## config.mk

```make
export PLATFORM = sky130hd
export DESIGN_NAME = instr_decoder
export DESIGN_NICKNAME = d
export VERILOG_FILES = /design/src/rtl/instr_decoder_pkg.sv /design/src/rtl/instr_decoder_ctrl_rom.sv /design/src/rtl/instr_decoder.sv
export SDC_FILE = /design/constraint.sdc
export NUM_CORES = 1
export LEC_CHECK = 0
export ABC_AREA = 1
export CAP_MARGIN = 20
export CELL_PAD_IN_SITES_DETAIL_PLACEMENT = 0
export CELL_PAD_IN_SITES_GLOBAL_PLACEMENT = 1
export CORE_ASPECT_RATIO = 0.9
export CORE_MARGIN = 2
export CORE_UTILIZATION = 27
export DETAILED_ROUTE_END_ITERATION = 12
export GPL_TIMING_DRIVEN = 0
export PLACE_DENSITY = 0.85
export SYNTH_ARGS = -nofsm -noshare
export SYNTH_HDL_FRONTEND = slang
export SYNTH_HIERARCHICAL = 1
export SYNTH_SLANG_ARGS = --single-unit
```

## constraint.sdc

```tcl
create_clock -name clk -period 1.1 [get_ports clk]
set_clock_uncertainty 0.2 [all_clocks]
set_input_delay 0.33 -clock clk [delete_from_list [all_inputs] [get_ports clk]]
set_output_delay 0.33 -clock clk [all_outputs]
set_load 0.005 [all_outputs]
```

## src/rtl/instr_decoder_pkg.sv

```systemverilog
// Shared definitions for the instruction decoder: opcode map, function-select
// codes, branch/writeback select codes and the packed datapath control word.
package instr_decoder_pkg;

  typedef enum logic [4:0] {
    OP_ADD  = 5'd0,
    OP_SUB  = 5'd1,
    OP_AND  = 5'd2,
    OP_OR   = 5'd3,
    OP_XOR  = 5'd4,
    OP_NOT  = 5'd5,
    OP_MOV  = 5'd6,
    OP_INC  = 5'd7,
    OP_DEC  = 5'd8,
    OP_ADI  = 5'd9,
    OP_ANDI = 5'd10,
    OP_ORI  = 5'd11,
    OP_LSL  = 5'd12,
    OP_LSR  = 5'd13,
    OP_LD   = 5'd14,
    OP_ST   = 5'd15,
    OP_LDI  = 5'd16,
    OP_SLT  = 5'd17,
    OP_BZ   = 5'd18,
    OP_BNZ  = 5'd19,
    OP_JMP  = 5'd20
  } opcode_e;

  typedef enum logic [3:0] {
    FS_PASS_A = 4'b0000,
    FS_INC    = 4'b0001,
    FS_ADD    = 4'b0010,
    FS_SUB    = 4'b0101,
    FS_DEC    = 4'b0110,
    FS_AND    = 4'b1000,
    FS_OR     = 4'b1001,
    FS_XOR    = 4'b1010,
    FS_NOT    = 4'b1011,
    FS_PASS_B = 4'b1100,
    FS_SHR    = 4'b1101,
    FS_SHL    = 4'b1110
  } fs_e;

  typedef enum logic [1:0] {
    BS_INC  = 2'b00,
    BS_COND = 2'b01,
    BS_JMP  = 2'b10
  } bs_e;

  typedef enum logic [1:0] {
    MD_FU  = 2'b00,
    MD_MEM = 2'b01,
    MD_SLT = 2'b10
  } md_e;

  typedef struct packed {
    logic [2:0] da;
    logic [2:0] aa;
    logic [2:0] ba;
    logic [1:0] bs;
    logic       ps;
    logic       mw;
    logic       rw;
    logic       ma;
    logic       mb;
    logic [1:0] md;
    logic [3:0] fs;
    logic [2:0] sh;
    logic       cs;
    logic       oe;
  } ctrl_t;

endpackage

```

## src/rtl/instr_decoder_ctrl_rom.sv

```systemverilog
// Combinational opcode -> control word lookup.
//   instr_line : 17-bit instruction word
//   ctrl       : decoded control word (register fields always passed through)
module instr_decoder_ctrl_rom
  import instr_decoder_pkg::*;
(
  input  logic [16:0] instr_line,
  output ctrl_t       ctrl
);

  logic [4:0] opcode;
  assign opcode = instr_line[16:12];

  always_comb begin
    ctrl    = '0;
    ctrl.da = instr_line[11:9];
    ctrl.aa = instr_line[8:6];
    ctrl.ba = instr_line[5:3];
    ctrl.rw = 1'b1;
    case (opcode)
      OP_ADD:  ctrl.fs = FS_ADD;
      OP_SUB:  ctrl.fs = FS_SUB;
      OP_AND:  ctrl.fs = FS_AND;
      OP_OR:   ctrl.fs = FS_OR;
      OP_XOR:  ctrl.fs = FS_XOR;
      OP_NOT:  ctrl.fs = FS_NOT;
      OP_MOV:  ctrl.fs = FS_PASS_A;
      OP_INC:  ctrl.fs = FS_INC;
      OP_DEC:  ctrl.fs = FS_DEC;
      OP_ADI: begin
        ctrl.fs = FS_ADD;
        ctrl.mb = 1'b1;
        ctrl.cs = 1'b1;
      end
      OP_ANDI: begin
        ctrl.fs = FS_AND;
        ctrl.mb = 1'b1;
      end
      OP_ORI: begin
        ctrl.fs = FS_OR;
        ctrl.mb = 1'b1;
      end
      OP_LSL: begin
        ctrl.fs = FS_SHL;
        ctrl.sh = instr_line[2:0];
      end
      OP_LSR: begin
        ctrl.fs = FS_SHR;
        ctrl.sh = instr_line[2:0];
      end
      OP_LD: begin
        ctrl.fs = FS_PASS_A;
        ctrl.md = MD_MEM;
        ctrl.oe = 1'b1;
      end
      OP_ST: begin
        ctrl.fs = FS_PASS_A;
        ctrl.rw = 1'b0;
        ctrl.mw = 1'b1;
      end
      OP_LDI: begin
        ctrl.fs = FS_PASS_B;
        ctrl.mb = 1'b1;
      end
      OP_SLT: begin
        ctrl.fs = FS_SUB;
        ctrl.md = MD_SLT;
      end
      OP_BZ, OP_BNZ: begin
        ctrl.fs = FS_PASS_A;
        ctrl.rw = 1'b0;
        ctrl.bs = BS_COND;
        ctrl.ps = (opcode == OP_BNZ);
        ctrl.mb = 1'b1;
        ctrl.cs = 1'b1;
      end
      OP_JMP: begin
        ctrl.fs = FS_ADD;
        ctrl.rw = 1'b0;
        ctrl.bs = BS_JMP;
        ctrl.ma = 1'b1;
        ctrl.mb = 1'b1;
        ctrl.cs = 1'b1;
      end
      // Unassigned opcodes decode as NOP; register fields still pass through.
      default: ctrl.rw = 1'b0;
    endcase
  end

endmodule

```

## src/rtl/instr_decoder.sv

```systemverilog
// Instruction decoder: registers the decoded control word, one cycle latency.
//   clk, rst   : rising-edge clock, synchronous active-high reset (all outputs 0)
//   instr_line : instruction word, sampled every cycle
//   DA/AA/BA   : register addresses
//   BS/PS      : branch select and polarity
//   MW/RW/OE   : memory write, register write, memory read enables
//   MA/MB/MD   : A-bus, B-bus and writeback mux selects
//   FS/SH/CS   : function select, shift amount, constant sign-extend
module instr_decoder
  import instr_decoder_pkg::*;
(
  input  logic        clk,
  input  logic        rst,
  input  logic [16:0] instr_line,
  output logic [2:0]  DA,
  output logic [2:0]  AA,
  output logic [2:0]  BA,
  output logic [1:0]  BS,
  output logic        PS,
  output logic        MW,
  output logic        RW,
  output logic        MA,
  output logic        MB,
  output logic [1:0]  MD,
  output logic [3:0]  FS,
  output logic [2:0]  SH,
  output logic        CS,
  output logic        OE
);

  ctrl_t ctrl_d;
  ctrl_t ctrl_q;

  instr_decoder_ctrl_rom u_rom (
    .instr_line (instr_line),
    .ctrl       (ctrl_d)
  );

  always_ff @(posedge clk) begin
    if (rst) ctrl_q <= '0;
    else     ctrl_q <= ctrl_d;
  end

  assign DA = ctrl_q.da;
  assign AA = ctrl_q.aa;
  assign BA = ctrl_q.ba;
  assign BS = ctrl_q.bs;
  assign PS = ctrl_q.ps;
  assign MW = ctrl_q.mw;
  assign RW = ctrl_q.rw;
  assign MA = ctrl_q.ma;
  assign MB = ctrl_q.mb;
  assign MD = ctrl_q.md;
  assign FS = ctrl_q.fs;
  assign SH = ctrl_q.sh;
  assign CS = ctrl_q.cs;
  assign OE = ctrl_q.oe;

endmodule

```

==> metrics.md <==
| Metric | Value |
|---|---|
| Routed vias | `1070` |
| Ant diodes | `0` |
| Root buffer cell | `clkbuf_8` |
| Initial core utilization | `between 20% and 30%` |
| Post-synth cell types | `17` |
| Worst-Margin Slew | `around 0.22 ns` |
| Syn Inst Count | `between 150 and 200` |
| H-tree depth | `1` |
| Buf+Inv Stages, Crit Path | `1` |
| Final hold violation count | `0` |
| Tot GR Track Use | `10.82%` |
| Leak | `0.8907 nW` |
| Share of layout cells above drive strength 1 | `38.68%` |
| DRT Pass-1 Iters | `4` |
| Yosys warning total | `6` |
| DRC | `0` |
| WP data required | `0.57 ns` |
| RSZ-0062 raised after global routing | `true` |
| DRC marker count from the first detailed-route iteration | `27` |
| Area grow syn2layout | `38.60%` |
| Final-layout fill cell count | `488` |
| Final max-slew violation count | `0` |
| Die width | `between 70 and 80 um` |
| Worst Slack Setup Final | `-0.1318 ns` |
| Design Power | `1.876 mW` |
| CTS Hold Bufs | `0` |
| Hold Path Sink | `BA[2]` |
| Avg WL per Cell | `approximately 9.4 um` |
| DP Area | `1702 sq um` |
| WP data arrival | `0.70 ns` |
| WP depth | `1` |
| Total wire length | `about 2600 um` |
| Number of global-route vias before repair | `884` |
| Synth area leaders | `dfxtp_1 44%, nor2_1 14%, inv_1 13%` |
| IO Pins | `46` |
| Hold Path Origin | `instr_line[5]` |
| Die Y | `~68 um` |
| DIE AREA | `5068 sq um` |
| Final period utilization | `112.0%` |
| Pre-CTS setup slack | `-0.9584 ns` |
| # rows | `23` |
| Slowest stage delay, CP | `0.32 ns` |
| Crit Path Max Fanout | `1` |
| CTS max path bufs | `2` |
| Synth top area share | `around 44%` |
| Crit end category | `primary output` |
| Post-layout min period | `1.232 ns` |
| Most common cell after layout, fill and taps aside | `nor2_1` |
| Max Cap Viol | `0` |
| Startpoint types | `register` |
| Initial antenna violation count | `0` |
| First-pass GRT wire length | `between 4000 and 5000 um` |
| DP Cell Count | `between 200 and 300` |
| Setup_tns | `-3.082 ns` |
| Outcome | `finished, violations left` |
| CP Cell Sequence | `buf_2` |
| Gr ovfl total | `0` |
| VDD IR max | `0.4014 mV` |
| Slew HR | `85.50%` |
| Pin count of the biggest net entering global routing | `15` |
| Fmax | `811.8 MHz` |
| Post-Layout Inst Area | `1689 sq um` |
| Clock-pin slew on the worst setup and hold paths | `roughly 0.09 ns` |
| Net Count, Synth | `193` |
| Register area share after synthesis | `between 40 and 50%` |
| Hold path cells | `3` |
| Hpwl dp | `1930 um` |
| Hold WC Path Type | `input pin to register` |
| Slowest-stage cell, CP | `dfxtp_2` |
| Worst Path Class, Setup | `register to primary output` |
| Util after Layout | `38.36%` |
| Pwr per Cell Area | `1111 nW/um^2` |
| Failing checks | `negative setup slack` |
| Mapped Avg Cell Area | `7.004 sq um` |
| Commonest non-fill, non-tap cells in the layout | `40 x nor2_1, 37 x inv_1, 24 x buf_2` |
| Yosys top cell by area | `dfxtp_1` |
| TritonCTS Buffers | `3` |
| Yosys reg bits | `27` |
| Fin nets | `232` |
| Cell family with most CP delay | `flip-flops` |
| WHS | `0.05996 ns` |
| TritonCTS clock tree | `yes` |
| IO Port Bufs | `33` |
| Final setup fails | `30` |
| Post-Syn Area | `1219 sq um` |
| Non-filler cells, final | `274` |
| Final antenna-violating net count | `0` |
| GPL Wtd Cong | `0.9073` |
| Core ar. | `4403 sq um` |
| CTS Sinks | `27` |
| Vias/cell | `3.905` |
[timing repair]
item                                    in CTS  in global routing
endpoints found under the setup margin      45                 34
pin swaps                                    5                 11
buffers inserted                             1                  0
hold endpoints to repair                     0                  0
resized for setup                          133                 15
[cell type report]
class	instances	area [sq um]	area share [%]
Sequential cell	27	545.5	32.30
Buffer	15	148.9	8.815
Tap cell	62	77.57	4.593
Timing Repair Buffer	34	237.7	14.07
Inverter	44	172.7	10.22
Clock buffer	4	45.04	2.667
Multi-Input combinational cell	88	461.7	27.33
[cells by family after synthesis]
logic type | synth area share [%]
compound gates | 1.540
simple gates | 29.57
buf+inv | 24.54
flops | 44.35
[cells in the mapped netlist (all sizes together)]
cell    count
buf        14
clkbuf      1
dfxtp      27
inv        44
nand2      19
nand3      11
nand4       3
nor2       50
nor3        2
o211ai      1
o21ai       1
o22ai       1
[flip-flops by register name, indices dropped and copies added, names as in the netlist, 2 cells and up]
| name | flops |
|---|---|
| AA | 3 |
| BA | 3 |
| BS | 2 |
| DA | 3 |
| FS | 4 |
| MD | 2 |
| SH | 3 |
[report_power, final]
group	internal, mW	switching [mW]	total [mW]
registers	1.01	0.00766	1.02
clock network	0.259	0.281	0.539
logic	0.151	0.164	0.316
total	1.42	0.453	1.88
[per-layer routing]
layer  track usage [%]  wire (um)  vias to the layer above
met2             16.70       1177                       35
li1                  -          -                      571
met5                 0          0                        -
met1             14.54       1152                      462
met3             3.134        228                        2
met4             3.348         25                        0
[worst max path at each step]
stage,slack (ns),from,end
3_5_place_dp,-0.96,instr_line[14],FS[1]
5_1_grt,-0.17,SH[0],SH[0]
4_1_cts,-0.15,RW,RW
3_3_place_gp,-0.97,instr_line[14],FS[1]
6_report,-0.13,RW,RW
2_1_floorplan,-0.11,instr_line[16],RW
Note: power is estimated with default switching activity, not from simulation.
